### src/rtl/lnc_pkg.sv
// lnc_pkg: shared FSM state type and bus slicing helper for loop_nest_counter
package lnc_pkg;

    typedef enum logic {
        S_IDLE = 1'b0,
        S_RUN  = 1'b1
    } state_e;

    function automatic int unsigned lvl_lsb(input int unsigned lvl, input int unsigned dw);
        return lvl * dw;
    endfunction

endpackage

### src/rtl/loop_nest_counter_level.sv
// loop_level: one loop level's index register, latched bound/stride and terminal detect (stride with LNC_STRIDE_EN)
module loop_level
    import lnc_pkg::*;
#(
    parameter int DATA_WIDTH = 8
) (
    input  logic                  clk,
    input  logic                  rst_n,
    input  logic                  load,
    input  logic                  clr,
    input  logic                  carry,
    input  logic [DATA_WIDTH-1:0] limit_in,
`ifdef LNC_STRIDE_EN
    input  logic [DATA_WIDTH-1:0] stride_in,
`endif
    output logic [DATA_WIDTH-1:0] val,
    output logic                  term,
    output logic                  wrap
);

    logic [DATA_WIDTH-1:0] val_q, val_d, limit_q, limit_d, inc;

`ifdef LNC_STRIDE_EN
    logic [DATA_WIDTH-1:0] stride_q, stride_d;

    // latch stride on start, folding a zero stride into one
    always_comb begin
        stride_d = load ? ((stride_in == '0) ? DATA_WIDTH'(1) : stride_in) : stride_q;
    end

    // stride register
    always_ff @(posedge clk or negedge rst_n) begin
        if (!rst_n) stride_q <= '0;
        else        stride_q <= stride_d;
    end

    // terminal when the next stride would pass the bound, compared one bit wider
    always_comb begin
        term = ({1'b0, val_q} + {1'b0, stride_q}) > {1'b0, limit_q};
        inc  = val_q + stride_q;
    end
`else
    // terminal at the inclusive bound; unit increment otherwise
    always_comb begin
        term = val_q == limit_q;
        inc  = val_q + DATA_WIDTH'(1);
    end
`endif

    // index and bound next-state: load on start, zero on abort, advance on carry
    always_comb begin
        val_d   = val_q;
        limit_d = limit_q;
        if (load) begin
            limit_d = limit_in;
            val_d   = '0;
        end else if (clr) begin
            val_d = '0;
        end else if (carry) begin
            val_d = term ? '0 : inc;
        end
    end

    // index and bound registers
    always_ff @(posedge clk or negedge rst_n) begin
        if (!rst_n) begin
            val_q   <= '0;
            limit_q <= '0;
        end else begin
            val_q   <= val_d;
            limit_q <= limit_d;
        end
    end

    assign val  = val_q;
    assign wrap = carry & term;

endmodule

### src/rtl/loop_nest_counter.sv
// loop_nest_counter: N-level nested index generator with start/busy/done handshake (stride with LNC_STRIDE_EN)
module loop_nest_counter
    import lnc_pkg::*;
#(
    parameter int LEVELS     = 3,
    parameter int DATA_WIDTH = 8
) (
    input  logic                         clk,
    input  logic                         rst_n,
    input  logic                         clear,
    input  logic                         start,
    input  logic                         en,
    input  logic [LEVELS*DATA_WIDTH-1:0] limit,
`ifdef LNC_STRIDE_EN
    input  logic [LEVELS*DATA_WIDTH-1:0] stride,
`endif
    output logic [LEVELS*DATA_WIDTH-1:0] val,
    output logic [LEVELS-1:0]            wrap,
    output logic                         last,
    output logic                         busy,
    output logic                         done
);

    state_e            state_q, state_d;
    logic              done_q, done_d;
    logic              step, load, acc;
    logic [LEVELS-1:0] carry, term;

    assign busy = state_q == S_RUN;
    assign step = en & busy;
    assign last = busy & (&term);
    assign load = start & ~clear & ~busy;
    assign done = done_q;

    // ripple carry: a level advances only when every inner level is terminal
    always_comb begin
        acc = step;
        for (int i = 0; i < LEVELS; i++) begin
            carry[i] = acc;
            acc      = acc & term[i];
        end
    end

    // sweep control: abort wins, start only from idle, finish on the last step
    always_comb begin
        state_d = state_q;
        done_d  = 1'b0;
        if (clear) begin
            state_d = S_IDLE;
        end else if (state_q == S_IDLE && start) begin
            state_d = S_RUN;
        end else if (step && last) begin
            state_d = S_IDLE;
            done_d  = 1'b1;
        end
    end

    // state and done registers
    always_ff @(posedge clk or negedge rst_n) begin
        if (!rst_n) begin
            state_q <= S_IDLE;
            done_q  <= 1'b0;
        end else begin
            state_q <= state_d;
            done_q  <= done_d;
        end
    end

    for (genvar g = 0; g < LEVELS; g++) begin : g_level
        loop_level #(.DATA_WIDTH(DATA_WIDTH)) u_level (
            .clk      (clk),
            .rst_n    (rst_n),
            .load     (load),
            .clr      (clear),
            .carry    (carry[g]),
            .limit_in (limit[lvl_lsb(g, DATA_WIDTH) +: DATA_WIDTH]),
`ifdef LNC_STRIDE_EN
            .stride_in(stride[lvl_lsb(g, DATA_WIDTH) +: DATA_WIDTH]),
`endif
            .val      (val[lvl_lsb(g, DATA_WIDTH) +: DATA_WIDTH]),
            .term     (term[g]),
            .wrap     (wrap[g])
        );
    end

endmodule

### config.mk
export PLATFORM = sky130hd
export DESIGN_NAME = loop_nest_counter
export DESIGN_NICKNAME = d
export VERILOG_FILES = /design/src/rtl/lnc_pkg.sv /design/src/rtl/loop_nest_counter_level.sv /design/src/rtl/loop_nest_counter.sv
export SDC_FILE = /design/constraint.sdc
export NUM_CORES = 1
export LEC_CHECK = 0
export BUFFER_PORTS_ARGS = -buffer_cell sky130_fd_sc_hd__buf_4
export CAP_MARGIN = 20
export CORE_MARGIN = 4
export CORE_UTILIZATION = 50
export CTS_CLUSTER_DIAMETER = 150
export DETAILED_ROUTE_END_ITERATION = 7
export PLACE_DENSITY_LB_ADDON = 0.08
export RECOVER_POWER = 25
export SYNTH_ARGS = -nofsm -noshare
export SYNTH_HDL_FRONTEND = slang
export SYNTH_SLANG_ARGS = --single-unit
### constraint.sdc
create_clock -name clk -period 2.55 [get_ports clk]
set_input_delay 0.255 -clock clk [delete_from_list [all_inputs] [get_ports clk]]
set_output_delay 0.255 -clock clk [all_outputs]
set_load 0.01 [all_outputs]
# After elaboration in Yosys (flattened, before gate mapping)
# Cells that the tools add are included.
# Widths: inputs -> output; s select.
dict set report totals {
  register_bits 50
  wordCells 48
  inputBits 29
  out_inout_bits 30
}
dict set report classes {
  reduce_logical 7
  n_bitwise 9
  add_sub_neg 3
  n_mux 18
  n_eq_ne 3
}
# op count
set op_table {}
lappend op_table {{$mux 8} 12}
lappend op_table {{$add 8x1->8 const B} 3}
lappend op_table {{$eq 8x8->1} 3}
lappend op_table {{$reduce_bool 3->1} 4}
lappend op_table {{$and 1x1->1} 7}
lappend op_table {{$mux 1} 6}
lappend op_table {{$reduce_and 3->1} 1}
lappend op_table {{$logic_and 1x1->1} 2}
lappend op_table {{$not 1->1} 2}

# Logic depth before layout (Yosys ltp)
# Gate-level depths: netlist of run 1.
dict set report depth {
  ltp_word 7
  depth_mapped 7
  mapped_depth_nobuf 6
}

# Modules after synthesis
# From an unflattened synthesis of run 1, not the netlist that was laid out.
dict set report hier_totals {
  cells_unflattened 248
  area_unflattened_um2 2666.3
}
# mod seq_area_each_um2 cells_each area_per_inst_um2 n_inst
set modules_own_cells {}
lappend modules_own_cells {{loop_level at g_level[1].u_level ...} 400.4 78 840.8 2}
lappend modules_own_cells {{loop_level at g_level[0].u_level} 400.4 79 867.1 1}
lappend modules_own_cells {loop_nest_counter 50.0 13 117.6 1}

# Worst setup path before layout of run 1
# No wires, ideal clock.
dict set report synth_path {
  path_type {register to output}
  startpoint {register g_level[1].u_level.val_q[1]}
  endpoint {output last}
  required_time_ps 2295
  n_path_buf 2
  slack_ps 464
  stages_incl_launch_ff 7
  arrival_time_ps 1831
  cell_sequence {dfrtp_1 > xor2_1 > nor4_2 > nand2_1 > buf_2 > buf_6 > nor3_1}
}
dict set report synth_via {
  elab_chain_len 3
}
# item line
set synth_lines {}
lappend synth_lines {{start, declared} loop_nest_counter_level.sv:21} ;# logic [DATA_WIDTH-1:0] val_q, val_d, limit_q, limit_d, inc;
lappend synth_lines {{start signal, assigned} loop_nest_counter_level.sv:70} ;# val_q <= val_d;
lappend synth_lines {{$eq 8x8->1} loop_nest_counter_level.sv:45} ;# term = val_q == limit_q;
lappend synth_lines {{$reduce_and 3->1} loop_nest_counter.sv:31} ;# assign last = busy & (&term);
lappend synth_lines {{$and 1x1->1} loop_nest_counter.sv:31}
lappend synth_lines {{end, declared} loop_nest_counter.sv:19} ;# output logic last,
# No other way between the ends.

# Final worst setup path of run 1
dict set report layout_path {
  startpoint {register g_level[0].u_level.val_q[6]}
  endpoint {output wrap[0]}
}
dict set report layout_via {
  elab_chain_len 2
}
# item line
set layout_lines {}
lappend layout_lines {{start, declared} loop_nest_counter_level.sv:21}
lappend layout_lines {{start signal, assigned} loop_nest_counter_level.sv:70}
lappend layout_lines {{$eq 8x8->1} loop_nest_counter_level.sv:45}
lappend layout_lines {{$and 1x1->1} loop_nest_counter_level.sv:76} ;# assign wrap = carry & term;
lappend layout_lines {{end, declared} loop_nest_counter.sv:18} ;# output logic [LEVELS-1:0] wrap,
# No other way between the ends.

==> results of run 1 <==
-- sequential cells by signal (all words and copies together) (netlist names) --
register,flops
done,1
g_level.u_level.limit_q,24
g_level.u_level.val,24
busy,1
-- placed cells by master, fill, tap and decap left out, types with 4 or more instances in the layout --
cell type / Yosys / layout
nand4b_1: 4 / 4
a21boi_0: 4 / 4
dfrtp_1: 50 / 50
o21ai_0: 9 / 9
nand2_1: 16 / 16
nor2_1: 11 / 10
nand3_1: 10 / 10
nand4_1: 6 / 6
clkbuf_8: 0 / 5
mux2_2: 24 / 24
o31ai_1: 5 / 5
a21oi_1: 21 / 21
xor2_1: 28 / 28
buf_4: 3 / 67
-- power by group through the flow --
stage | Sequential [mW] | Clock, mW | Combinational (mW)
global placement | 0.957 | 0 | 0.293
global route | 0.956 | 0.599 | 0.337
CTS | 0.944 | 0.571 | 0.301
floorplan | 0.942 | 0 | 0.202
detailed placement | 0.960 | 0 | 0.299
finish | 0.941 | 0.555 | 0.303
-- final cells by class --
| cell class | instances | area, µm² |
|---|---|---|
| clock buffers | 7 | 76.32 |
| inverters | 2 | 7.507 |
| repair buffers | 69 | 518.0 |
| well taps | 70 | 87.58 |
| flip-flops and latches | 50 | 1251 |
| fillers | 450 | 1817 |
| multi-input cells | 179 | 1320 |
| clock inverters | 1 | 30.03 |
-- per-stage QoR --
| stage | utilization, % | setup slack (ns) | power (mW) |
|---|---|---|---|
| floorplan | - | 0.4639 | 1.144 |
| global placement | 62.03 | 0.4380 | 1.250 |
| detailed placement | 62.03 | 0.4471 | 1.259 |
| CTS | 64.31 | 0.1274 | 1.817 |
| global route | 64.43 | 0.02132 | 1.892 |
| finish | 64.43 | 0.1189 | 1.799 |
-- cell usage after synthesis, types with 3 or more instances --
cell,n
nor3_1,3
and3_1,3
nand3_1,10
xor2_1,28
o21ai_0,9
nor2_1,11
mux2_2,24
dfrtp_1,50
buf_2,3
nand2_1,16
a21boi_0,4
or4_1,3
o31ai_1,5
nor4_2,4
nand4_1,6
a21oi_1,21
ha_1,3
clkbuf_1,5
nand4b_1,4
buf_4,3
-- metal layers --
metal / GRT usage (%) / up-vias / wire length [µm]
met2: 30.79 / 67 / 2707
met5: 0 / - / 0
met4: 6.250 / 0 / 99
met3: 4.036 / 8 / 337
li1: - / 1005 / -
met1: 28.43 / 1039 / 2677
-- worst paths after layout --
path                                               start                       endpoint  cells past startpoint
max in group asynchronous                          rst_n  g_level[0].u_level.limit_q[7]                      2
setup / recovery               g_level[0].u_level.val[6]                        wrap[0]                      7
hold reg to reg            g_level[0].u_level.limit_q[2]  g_level[0].u_level.limit_q[2]                      1
setup reg to reg               g_level[0].u_level.val[6]      g_level[1].u_level.val[3]                      6
min in group asynchronous                          rst_n  g_level[2].u_level.limit_q[6]                      2
hold / removal                                     clear                           busy                      2
-- logic make-up after synthesis --
family          share of synthesized area [%]
simple gates                            16.86
flops                                   47.48
xor+xnor                                9.972
mux                                     10.26
buf+inv                                 2.849
compound gates                          11.16
fa+ha+maj                               1.425
-- worst max-delay path, cell delays in order (launching register included) --
cell     delay [ns]
dfrtp_1        0.45
xor2_1         0.19
nor4_2         0.39
nand3_2        0.10
buf_4          0.23
inv_1          0.19
buf_4          0.18
buf_4          0.12
-- what timing repair did --
item,in CTS,in global routing
hold buffers,1,0
endpoints found under the hold margin,50,0
setup endpoints to repair,0,1
resized for setup,0,1
==> key figures, run 1 <==
Routing
  – DRT Pass-1 Iters: 4
  – Via density: 5.606
  – ANT nets after route: 0
  – 1st-iter DRT viols: 120
  – Total number of vias: 2119
  – Post-Route WL: 5822 µm
  – WL per Instance: 15.40 µm
  – DRC errors left: 0

Yosys
  – Seq/Total Area, Yosys: 47.48%
  – Synth warnings: 0
  – Synth top area share: 47.48%
  – Ys flop type: dfrtp_1
  – Net Count, Synth: 275
  – Mapped Area: 2635 µm²
  – EDFF count, synth: 0
  – Synth async-reset ratio: 100.0%
  – Syn avg cell area: 10.84 µm²
  – Synth area leaders: dfrtp_1, mux2_2, xor2_1
  – Synth area leader: dfrtp_1
  – Netlist cell types: 41
  – Post-Syn Instances: 243
  – Register bit total from synthesis: 50

Timing
  – RSZ-0062 raised after global routing: no
  – Skew final: 0.005054 ns
  – Setup violators final: 0
  – Min Tclk post-route: 2.431 ns
  – Rel. slew slack: 18.36%
  – Worst slew pin tran: 1.225 ns
  – Setup TNS: 0 ns
  – Hold Worst Slack: 0.1489 ns
  – Final count of pins violating max slew: 0
  – Final Hold Viols: 0
  – Final Cycle Share: 95.34%
  – Fmax: 411.3 MHz

GRT
  – Largest net degree at the start of global routing: 51
  – Gr ovfl total: 0
  – Total global-route track usage: 20.06%
  – Initial antenna violation count: 0
  – Vias in the first global route: 2073
  – Global-route wire length before repair: 10210 µm

Floorplanning
  – I/O pin count: 59
  – Die ar.: 6496 µm²
  – Die H: 80.60 µm
  – Core ar.: 5107 µm²
  – Initial core utilization: 51.59%
  – Site Rows: 26
  – Chip Width: 80.60 µm

Place
  – Gp weighted congestion: 0.8542
  – PortBufs: 58
  – Area after DPL: 3168 µm²
  – Placed insts: 369
  – HPWL Detailed: 4162 µm

Power and ir drop
  – Gate power share: 16.8%
  – Sw power: 0.4648 mW
  – Clock network power share: 30.8%
  – Sequential Power Share: 52.3%
  – Leak: 1.485 nW
  – Maximum vdd ir drop: 0.3674 mV
  – Power density over the cells: 546.6 nW/µm²
  – Int Pwr: 1.334 mW
  – Switching Share: 25.84%

Layout
  – Layout area overhead: 24.88%
  – Antenna Cells: 0
  – Finished layout cell area: 3291 µm²
  – Non-filler instance count after layout: 378
  – Share of cells above drive strength 1: 34.74%
  – Nets@finish: 339

CTS
  – Worst-path clk slew: 0.09 ns
  – H-tree depth: 2
  – CTS Root Cell: clkbuf_8
  – CTS tree: yes
  – Total CTS buffers: 5
  – Setup bufs post-CTS: 0
  – CTS Buffer Depth: 2
  – Clock Latency Late Sink: 0.30 ns
  – CTS Sinks: 50

Critical path
  – CP arrival: 2.18 ns
  – Crit path launch type: flip-flop
  – Critical Path RT: 2.30 ns
  – Reg-to-reg slack, setup: 0.42 ns
  – Max FO, Critical Path: 27
  – CP endpoint kind: output port
  – CP Class: reg2out

Run status
  – Status: finished, final reports clean

Flow run
  – Max-cap viol count: 0

Min path
  – HP Class: in2reg
Note: power is estimated with default switching activity, not from simulation.
==> inputs of run 2 (changes only) <==
--- a/config.mk
+++ b/config.mk
@@ -8,9 +8,11 @@
 export BUFFER_PORTS_ARGS = -buffer_cell sky130_fd_sc_hd__buf_4
 export CAP_MARGIN = 20
 export CORE_MARGIN = 4
-export CORE_UTILIZATION = 50
+export CORE_UTILIZATION = 54
 export CTS_CLUSTER_DIAMETER = 150
+export CTS_CLUSTER_SIZE = 16
 export DETAILED_ROUTE_END_ITERATION = 7
+export GPL_ROUTABILITY_DRIVEN = 0
 export PLACE_DENSITY_LB_ADDON = 0.08
 export RECOVER_POWER = 25
 export SYNTH_ARGS = -nofsm -noshare
==> key figures, run 2 (synthesized netlist as in run 1, its figures left out) <==
CTS
  – CTS Sinks: 50 (unchanged)
  – CTS Root Cell: clkbuf_8 (unchanged)
  – H-tree depth: 2 (unchanged)
  – Worst-path clk slew: 0.09 ns (about the same)
  – PostCTS Resize Cnt: 0 (unchanged)
  – Clock Latency Late Sink: 0.31 ns (was 0.30 ns)
  – Setup bufs post-CTS: 0 (unchanged)
  – CTS tree: yes (unchanged)
  – Total CTS buffers: 5 (unchanged)
  – CTS Buffer Depth: 2 (unchanged)
  – CTS hold repair buffers: 1 (unchanged)

Place
  – PortBufs: 58 (unchanged)
  – Area after DPL: 3157 µm² (was 3168 µm²)
  – HPWL Detailed: 4193 µm (was 4162 µm)
  – Placed insts: 365 (was 369)

Routing
  – Uppermost layer routed: met4 (unchanged)
  – ANT nets after route: 0 (unchanged)
  – Metal3 WL: 248 µm (was 337 µm)
  – DRT Pass-1 Iters: 4 (unchanged)
  – WL per Instance: 15.55 µm (was 15.40 µm)
  – Post-Route WL: 5814 µm (was 5822 µm)
  – Via density: 5.519 (was 5.606)
  – Total number of vias: 2064 (was 2119)
  – WL met2: 2845 µm (was 2707 µm)
  – DRC errors left: 0 (unchanged)
  – WL met1: 2620 µm (was 2677 µm)
  – 1st-iter DRT viols: 117 (was 120)

Critical path
  – CP endpoint kind: output port (unchanged)
  – FF-to-FF Start: g_level[0].u_level.val[1] (was g_level[0].u_level.val[6])
  – Max FO, Critical Path: 27 (unchanged)
  – CP arrival: 2.10 ns (was 2.18 ns)
  – CP startpoint: g_level[0].u_level.val[1] (was g_level[0].u_level.val[6])
  – CP Class: reg2out (unchanged)
  – Critical Path RT: 2.30 ns (about the same)
  – Crit path launch type: flip-flop (unchanged)

GRT
  – Global-route wire length before repair: 9894 µm (was 10210 µm)
  – Initial antenna violation count: 0 (unchanged)
  – Vias in the first global route: 2090 (was 2073)
  – Gr ovfl total: 0 (unchanged)
  – Total global-route track usage: 20.48% (was 20.06%)
  – Largest net degree at the start of global routing: 51 (unchanged)

Floorplanning
  – Initial core utilization: 55.79% (was 51.59%)
  – Core ar.: 4723 µm² (was 5107 µm²)
  – Die H: 77.86 µm (was 80.60 µm)
  – Chip Width: 77.86 µm (was 80.60 µm)
  – I/O pin count: 59 (unchanged)
  – Die ar.: 6061 µm² (was 6496 µm²)
  – Site Rows: 25 (was 26)

Power and ir drop
  – Maximum vdd ir drop: 0.4445 mV (was 0.3674 mV)
  – Power density over the cells: 547.8 nW/µm² (was 546.6 nW/µm²)
  – Leak: 1.478 nW (was 1.485 nW)

Timing
  – Final Cycle Share: 92.22% (was 95.34%)
  – Final Hold Viols: 0 (unchanged)
  – Rel. slew slack: 19.28% (was 18.36%)
  – Skew final: 0.006755 ns (was 0.005054 ns)
  – Worst slew pin tran: 1.211 ns (was 1.225 ns)
  – Fmax: 425.2 MHz (was 411.3 MHz)
  – Setup TNS: 0 ns (unchanged)
  – RSZ-0062 raised after global routing: no (unchanged)
  – Final count of pins violating max slew: 0 (unchanged)
  – Setup violators final: 0 (unchanged)
  – Min Tclk post-route: 2.352 ns (was 2.431 ns)

Min path
  – HP Class: in2reg (unchanged)
  – HP Start: clear (unchanged)

Layout
  – Fillers: 383 (was 450)
  – Antenna Cells: 0 (unchanged)
  – Finished layout cell area: 3271 µm² (was 3291 µm²)
  – Nets@finish: 338 (was 339)
  – Most frequent cells in the layout: buf_4, dfrtp_1, xor2_1 (unchanged)
  – Commonest non-fill, non-tap cell in the layout: buf_4 (unchanged)
  – Share of cells above drive strength 1: 34.53% (was 34.74%)
  – Layout area overhead: 24.12% (was 24.88%)
  – Non-filler instance count after layout: 374 (was 378)

Run status
  – Status: finished, final reports clean (unchanged)

Flow run
  – Max-cap viol count: 0 (unchanged)
-- run 2: worst paths after layout --
check	end	slack, ns	cells past startpoint
worst max-delay path	wrap[2]	0.20	6
max in group asynchronous	g_level[1].u_level.val[3]	1.07	2
min in group asynchronous	g_level[2].u_level.limit_q[7]	0.73	2
worst min-delay path	busy	0.15	2
worst min register to register	g_level[1].u_level.limit_q[4]	0.53	1
worst max register to register	g_level[2].u_level.val[4]	0.43	7
-- run 2: report_power, final --
group / total (mW) / switching (mW) / internal, mW
registers: 0.946 / 0.0672 / 0.879
logic: 0.295 / 0.135 / 0.160
clock network: 0.550 / 0.257 / 0.294
total: 1.79 / 0.459 / 1.33
-- run 2: metrics by stage --
| stage | setup slack (ns) | total power, mW | util [%] | hold slack, ns |
|---|---|---|---|---|
| 6_report | 0.1984 | 1.792 | 69.25 | 0.1484 |
| 5_1_grt | 0.008063 | 1.890 | 69.25 | 0.1454 |
| 4_1_cts | 0.1693 | 1.818 | 69.30 | 0.1446 |
| 3_5_place_dp | 0.4485 | 1.261 | 66.83 | 0.3159 |
| 3_3_place_gp | 0.5223 | 1.250 | 66.83 | 0.3176 |
| 2_1_floorplan | 0.4639 | 1.144 | - | -0.04059 |
-- run 2: area by class of cell --
cell class	count	area, µm²	share of cell area (%)
clock inverters	1	30.03	0.9181
inverters	2	7.507	0.2295
flip-flops and latches	50	1251	38.26
repair buffers	68	510.5	15.61
well taps	67	83.83	2.563
multi-input cells	179	1311	40.09
clock buffers	7	76.32	2.334
-- run 2: routing by layer --
layer,up-vias,global-route usage [%]
li1,999,-
met1,1016,26.90
met2,40,33.05
met3,9,4.524
met4,0,7.651
met5,-,0
-- run 2: critical path: stages (launching register included) --
cell     delay [ns]
dfrtp_1        0.46
xor2_1         0.19
nor4_2         0.38
nand3_2        0.11
buf_4          0.23
nor3_2         0.26
buf_4          0.17
